### src/rtl/uart_pkg.sv
// Shared definitions for the UART receiver and transmitter: data width,
// default oversample ratio and receiver state encodings.
package uart_pkg;

  localparam int DATA_W         = 8;
  localparam int OVERSAMPLE_DEF = 16;

  typedef enum logic [2:0] {
    IDLE     = 3'd0,
    START    = 3'd1,
    DATA     = 3'd2,
    PARITY   = 3'd3,
    STOP     = 3'd4,
    BRK_WAIT = 3'd5
  } state_e;

endpackage

### src/rtl/uart_sync.sv
// Multi-flop synchroniser for an asynchronous single-bit input.
// Resets to 1 so an idle-high serial line never looks like a start bit.
module uart_sync #(
  parameter int STAGES = 2
) (
  input  logic clk,
  input  logic reset,
  input  logic d_i,
  output logic q_o
);

  logic [STAGES-1:0] chain_q;

  always_ff @(posedge clk) begin
    if (reset) begin
      chain_q <= '1;
    end else begin
      chain_q <= {chain_q[STAGES-2:0], d_i};
    end
  end

  assign q_o = chain_q[STAGES-1];

endmodule

### src/rtl/uart_rx.sv
// 8N1 UART receiver, LSB first, driven by an oversample tick.
// Optional parity bit with UART_RX_PARITY_EN (odd parity with UART_RX_PARITY_ODD).
module uart_rx
  import uart_pkg::*;
#(
  parameter int OVERSAMPLE  = OVERSAMPLE_DEF,
  parameter int SYNC_STAGES = 2
) (
  input  logic              clk,
  input  logic              reset,
  input  logic              tick,
  input  logic              rx,
  output logic [DATA_W-1:0] data,
  output logic              valid,
  input  logic              ack,
  output logic              busy,
  output logic              frame_err,
  output logic              overrun,
  output logic              parity_err
);

  localparam int                CNT_W    = $clog2(OVERSAMPLE);
  localparam logic [CNT_W-1:0]  CNT_MAX  = CNT_W'(OVERSAMPLE - 1);
  localparam logic [CNT_W-1:0]  CNT_HALF = CNT_W'(OVERSAMPLE / 2 - 1);
  localparam logic [CNT_W-1:0]  CNT_ONE  = CNT_W'(1);
  localparam logic [2:0]        LAST_BIT = 3'(DATA_W - 1);

  logic rxS;

  state_e             state_q, state_d;
  logic [CNT_W-1:0]   cnt_q, cnt_d;
  logic [2:0]         bitIdx_q, bitIdx_d;
  logic [DATA_W-1:0]  shReg_q, shReg_d;
  logic [DATA_W-1:0]  data_q;
  logic               valid_q;
  logic               overrun_q;
  logic               frameErr_q, frameErr_d;
  logic               deliver;

`ifdef UART_RX_PARITY_EN
  logic parBad_q, parBad_d;
  logic parityErr_q, parityErr_d;
  logic parExp;
`ifdef UART_RX_PARITY_ODD
  assign parExp = ~(^shReg_q);
`else
  assign parExp = ^shReg_q;
`endif
`endif

  uart_sync #(
    .STAGES(SYNC_STAGES)
  ) u_sync (
    .clk  (clk),
    .reset(reset),
    .d_i  (rx),
    .q_o  (rxS)
  );

  // Frame sequencing; every decision is gated by tick so the FSM is paced by the bit clock.
  always_comb begin
    state_d    = state_q;
    cnt_d      = cnt_q;
    bitIdx_d   = bitIdx_q;
    shReg_d    = shReg_q;
    frameErr_d = 1'b0;
    deliver    = 1'b0;
`ifdef UART_RX_PARITY_EN
    parBad_d    = parBad_q;
    parityErr_d = 1'b0;
`endif
    if (tick) begin
      case (state_q)
        IDLE: begin
          if (!rxS) begin
            state_d = START;
            cnt_d   = '0;
`ifdef UART_RX_PARITY_EN
            parBad_d = 1'b0;
`endif
          end
        end
        START: begin
          if (cnt_q == CNT_HALF) begin
            // Still low at mid-bit: a real start bit, otherwise a glitch.
            if (!rxS) begin
              state_d  = DATA;
              cnt_d    = '0;
              bitIdx_d = '0;
            end else begin
              state_d = IDLE;
            end
          end else begin
            cnt_d = cnt_q + CNT_ONE;
          end
        end
        DATA: begin
          if (cnt_q == CNT_MAX) begin
            shReg_d  = {rxS, shReg_q[DATA_W-1:1]};
            cnt_d    = '0;
            bitIdx_d = bitIdx_q + 3'd1;
            if (bitIdx_q == LAST_BIT) begin
`ifdef UART_RX_PARITY_EN
              state_d = PARITY;
`else
              state_d = STOP;
`endif
            end
          end else begin
            cnt_d = cnt_q + CNT_ONE;
          end
        end
`ifdef UART_RX_PARITY_EN
        PARITY: begin
          if (cnt_q == CNT_MAX) begin
            cnt_d       = '0;
            parBad_d    = (rxS != parExp);
            parityErr_d = (rxS != parExp);
            state_d     = STOP;
          end else begin
            cnt_d = cnt_q + CNT_ONE;
          end
        end
`endif
        STOP: begin
          if (cnt_q == CNT_MAX) begin
            cnt_d = '0;
            if (rxS) begin
              state_d = IDLE;
`ifdef UART_RX_PARITY_EN
              deliver = !parBad_q;
`else
              deliver = 1'b1;
`endif
            end else begin
              frameErr_d = 1'b1;
              state_d    = BRK_WAIT;
            end
          end else begin
            cnt_d = cnt_q + CNT_ONE;
          end
        end
        BRK_WAIT: begin
          // Hold off until the line is released so a break reports only once.
          if (rxS) begin
            state_d = IDLE;
          end
        end
        default: begin
          state_d = IDLE;
        end
      endcase
    end
  end

  always_ff @(posedge clk) begin
    if (reset) begin
      state_q    <= IDLE;
      cnt_q      <= '0;
      bitIdx_q   <= '0;
      shReg_q    <= '0;
      frameErr_q <= 1'b0;
    end else begin
      state_q    <= state_d;
      cnt_q      <= cnt_d;
      bitIdx_q   <= bitIdx_d;
      shReg_q    <= shReg_d;
      frameErr_q <= frameErr_d;
    end
  end

`ifdef UART_RX_PARITY_EN
  always_ff @(posedge clk) begin
    if (reset) begin
      parBad_q    <= 1'b0;
      parityErr_q <= 1'b0;
    end else begin
      parBad_q    <= parBad_d;
      parityErr_q <= parityErr_d;
    end
  end
  assign parity_err = parityErr_q;
`else
  assign parity_err = 1'b0;
`endif

  // Holding register: an ack coinciding with a delivery frees the old byte, so no overrun.
  always_ff @(posedge clk) begin
    if (reset) begin
      data_q    <= '0;
      valid_q   <= 1'b0;
      overrun_q <= 1'b0;
    end else begin
      if (deliver) begin
        data_q  <= shReg_q;
        valid_q <= 1'b1;
      end else if (ack && valid_q) begin
        valid_q <= 1'b0;
      end
      if (deliver && valid_q && !ack) begin
        overrun_q <= 1'b1;
      end else if (ack && valid_q) begin
        overrun_q <= 1'b0;
      end
    end
  end

  assign data      = data_q;
  assign valid     = valid_q;
  assign overrun   = overrun_q;
  assign frame_err = frameErr_q;
  assign busy      = (state_q != IDLE);

endmodule
### config.mk
export PLATFORM = sky130hd
export DESIGN_NAME = uart_rx
export DESIGN_NICKNAME = d
export VERILOG_FILES = /design/src/rtl/uart_pkg.sv /design/src/rtl/uart_sync.sv /design/src/rtl/uart_rx.sv
export SDC_FILE = /design/constraint.sdc
export NUM_CORES = 1
export LEC_CHECK = 0
export BUFFER_PORTS_ARGS = -buffer_cell sky130_fd_sc_hd__buf_2
export CELL_PAD_IN_SITES_DETAIL_PLACEMENT = 1
export CELL_PAD_IN_SITES_GLOBAL_PLACEMENT = 1
export CORE_ASPECT_RATIO = 0.75
export CORE_MARGIN = 2
export CORE_UTILIZATION = 38
export CTS_CLUSTER_SIZE = 30
export DETAILED_ROUTE_END_ITERATION = 8
export HOLD_SLACK_MARGIN = 0.03
export PLACE_DENSITY_LB_ADDON = 0.1
export REMOVE_ABC_BUFFERS = 1
export SETUP_SLACK_MARGIN = 0.15
export SKIP_LAST_GASP = 1
export SYNTH_ARGS = -nofsm -noshare
export SYNTH_HDL_FRONTEND = slang
export SYNTH_SLANG_ARGS = --single-unit
### constraint.sdc
create_clock -name clk -period 1.55 [get_ports clk]
set_input_delay 0.0775 -clock clk [delete_from_list [all_inputs] [get_ports clk]]
set_output_delay 0.0775 -clock clk [all_outputs]
set_load 0.05 [all_outputs]
==> results by group <==
Run status
  • Status: complete, no violations

Timing
  • Hold Fails Final Rpt: 0
  • Final setup viols: 0
  • Max Slew Vio Count: 0
  • Setup TNS: 0 ps
  • Final clock period utilization by the worst path: 94.5%
  • FMAX: 682 MHz
  • Clock period minus worst slack: 1470 ps
  • Unrepaired setup endpoints after global routing: true
  • Max Clock Skew: 5.78 ps

Detailed routing
  • Final wirelength: 3880 um
  • Vias per cell: 5.16
  • Final ANT Viol Nets: 0
  • Drt first-iter violations: 55
  • Vias: 1290
  • Drt wl/cell: 15.5 um
  • DRT Pass-1 Iters: 4
  • DRC viols: 0

Worst hold path
  • Worst hold endpoint: state_q[2]
  • Hold depth: 3
  • Hold path start: tick
  • Hold WC Path Type: input port to register

Synth
  • Post-Syn Area: 0.00142 mm2
  • Syn_area_per_cell: 9.07 um2
  • Mapped Cells: 157
  • #FFs+latches synth: 31
  • Post-synth ARST share: 0%
  • Dominant register cell in the synthesized netlist: dfxtp_1
  • Share of the yosys chip area belonging to registers: 43.6%
  • Number of synthesized flops with an enable pin: 0
  • Unique masters post-synth: 44
  • Synth warn: 0

Critical path
  • Startpoint Class: register
  • Setup slack on the worst flop-to-flop path: 80 ps
  • R2R Path End: bitIdx_q[2]
  • Worst path max stage delay: 480 ps
  • Req. time, crit path: 1760 ps
  • Worst Setup Path Type: register to register
  • Worst EP arrival: 1680 ps
  • Worst-path fanout max: 7
  • Cells along the critical path: and4_4 > nand3_2 > nor2_1 > o2bb2ai_4
  • Nature of the critical path endpoint: register
  • Slowest-stage cell, CP: dfxtp_1
  • Worst Reg2Reg Path Length in Cells: 4
  • Reg2reg start: cnt_q[2]

Global routing
  • Wire length of the first global-routing pass: 6270 um
  • Total Routing Usage GR: 19.4%
  • GRT overflow: 0
  • Largest net degree at the start of global routing: 27
  • Vias in the first global route: 1294
  • Initial antenna violation count: 0

CTS
  • Clock latency on the worst-skew pair: 280 ps
  • CTS Buffer Depth: 2
  • # H-tree levels: 2
  • CTS root buffer: clkbuf_8
  • CTS tree: done
  • TritonCTS buffer count: 5
  • Clock Sinks: 31
  • Worst-path clk slew: 70 ps

Floorplan
  • Die Height: 57.0 um
  • Area of the core: 0.00364 mm2
  • Io pins: 18
  • Initial Utilization: 39.1%
  • Die W: 74.7 um
  • # rows: 19
  • Area of the die: 0.00426 mm2

Cells and area
  • Ratio of cells with drive above 1 in the final layout: 41.4%
  • # fillers: 436
  • Fin util: 54.5%
  • Reg area: 636 um2
  • Layout net count: 205
  • Filler-free cell count of the finished design: 250
  • Area used by multi-input combinational logic: 852 um2
  • Design Area, Final: 0.00198 mm2
  • ANT cells: 0
  • Area growth, synth to finish: 39.1%

Job
  • Max-Cap Viols: 0

Power and ir drop
  • Max VDD drop: 0.672 mV
  • Power Density: 745 mW/mm2
  • Leakage: 0.867 nW
  • Power, Total: 1.48 mW

Place
  • IO buf count: 16
  • Placed cells: 230
  • Placed instance area: 0.00163 mm2
  • GPL Wtd Cong: 0.793
  • Final HPWL DP: 2500 um
worst max-delay path by stage:
stage / start / to / slack [ps] / cells after the start
after global placement: state_q[1] / cnt_q[3] / -110 / 4
after CTS: state_q[0] / cnt_q[0] / 110 / 4
after global routing: cnt_q[2] / shReg_q[7] / 8 / 6
after detailed placement: state_q[1] / cnt_q[3] / -110 / 4
final: cnt_q[2] / bitIdx_q[2] / 80 / 4
after floorplan: cnt_q[0] / bitIdx_q[0] / -90 / 5
report_power, final:
group	total [mW]	switching, mW	internal (mW)
sequential	0.801	0.00534	0.796
combinational	0.0806	0.0484	0.0322
clock	0.594	0.280	0.314
Yosys cell counts, drive strengths merged, types with 2 or more instances:
cell type	instances	area [um2]
o21ai	2	10.0
nor2	13	48.8
or2	3	18.8
dfxtp	31	621
a41oi	3	26.3
mux2i	10	100
o2bb2ai	2	17.5
nand3	9	45.0
buf	10	63.8
clkbuf	2	7.51
and4	2	17.5
or3b	2	17.5
ha	3	37.5
nand4	2	12.5
nand2	21	78.8
or3	2	12.5
xnor2	4	35.0
nand2b	3	18.8
a21oi	11	55.1
flip-flops by register name (all words and copies together) (netlist names):
signal and flops:
overrun 1, state_q 3, shReg_q 8, bitIdx_q 3, data 8, frame_err 1
cnt_q 4, valid 1, u_sync.chain_q 2
cell families after synthesis:
group                      Yosys count  share of synthesized area, %
muxes                               11                          7.82
AOI/OAI and AO/OA                   28                          13.9
DFF                                 31                          43.6
and+or+nand+nor                     64                          23.2
xor gates and xnor gates             5                          3.08
adders and majority gates            3                          2.64
buffers and inverters               14                          5.54
other                                1                         0.263
metrics by stage:
| step | setup slack [ps] | hold slack, ps |
|---|---|---|
| after floorplan | -89.8 | 147 |
| after global placement | -108 | 262 |
| after detailed placement | -112 | 270 |
| after CTS | 109 | 122 |
| after global routing | 8.09 | 166 |
| final | 84.6 | 148 |
layout make-up:
| cell class | count | area share (%) |
|---|---|---|
| Multi-Input combinational cell | 112 | 43.0 |
| Clock buffer | 7 | 3.85 |
| Clock inverter | 1 | 0.253 |
| Inverter | 2 | 0.379 |
| Timing Repair Buffer | 45 | 17.1 |
| Tap cell | 52 | 3.28 |
| Sequential cell | 31 | 32.1 |
repair_timing:
item                                    in CTS  in global routing
hold buffers                                 2                  0
pin swaps                                   11                 11
buffers inserted                             6                  4
hold endpoints to repair                     2                  0
endpoints found under the setup margin      29                 28
cloned                                       0                  0
gates resized for setup                     33                 13
metal layers:
metal	up-vias	GRT usage (%)	share of wire, %	routed length, um
met4	0	4.59	0.36	14
li1	627	-	-	-
met3	2	4.95	2.5	97
met2	15	30.1	47	1820
met5	-	0	0	0
met1	646	27.3	50	1960
placed cells by master, fill, tap and decap left out, types with 2 or more instances in the layout:
master | synthesis | final
a21oi_1 | 11 | 7
a21oi_2 | 0 | 4
a41oi_1 | 3 | 2
buf_2 | 6 | 15
buf_4 | 3 | 20
buf_6 | 1 | 7
clkbuf_1 | 2 | 2
clkbuf_8 | 0 | 5
dfxtp_1 | 31 | 25
dfxtp_2 | 0 | 3
dfxtp_4 | 0 | 3
dlygate4sd3_1 | 0 | 2
ha_1 | 3 | 2
mux2i_1 | 10 | 10
nand2_1 | 21 | 21
nand2b_1 | 3 | 3
nand3_1 | 9 | 6
nand3_2 | 0 | 3
nand4_1 | 2 | 2
nor2_1 | 13 | 11
o21ai_2 | 0 | 2
or2_2 | 3 | 3
or3b_4 | 0 | 2
xnor2_1 | 4 | 4
worst max-delay path, delay by kind of cell, from the launching register on:
| family | cells | cell delay, ps |
|---|---|---|
| AOI/OAI and AO/OA | 1 | 150 |
| DFF | 1 | 480 |
| and+or+nand+nor | 3 | 770 |
Power figures use the tool's default switching activity.
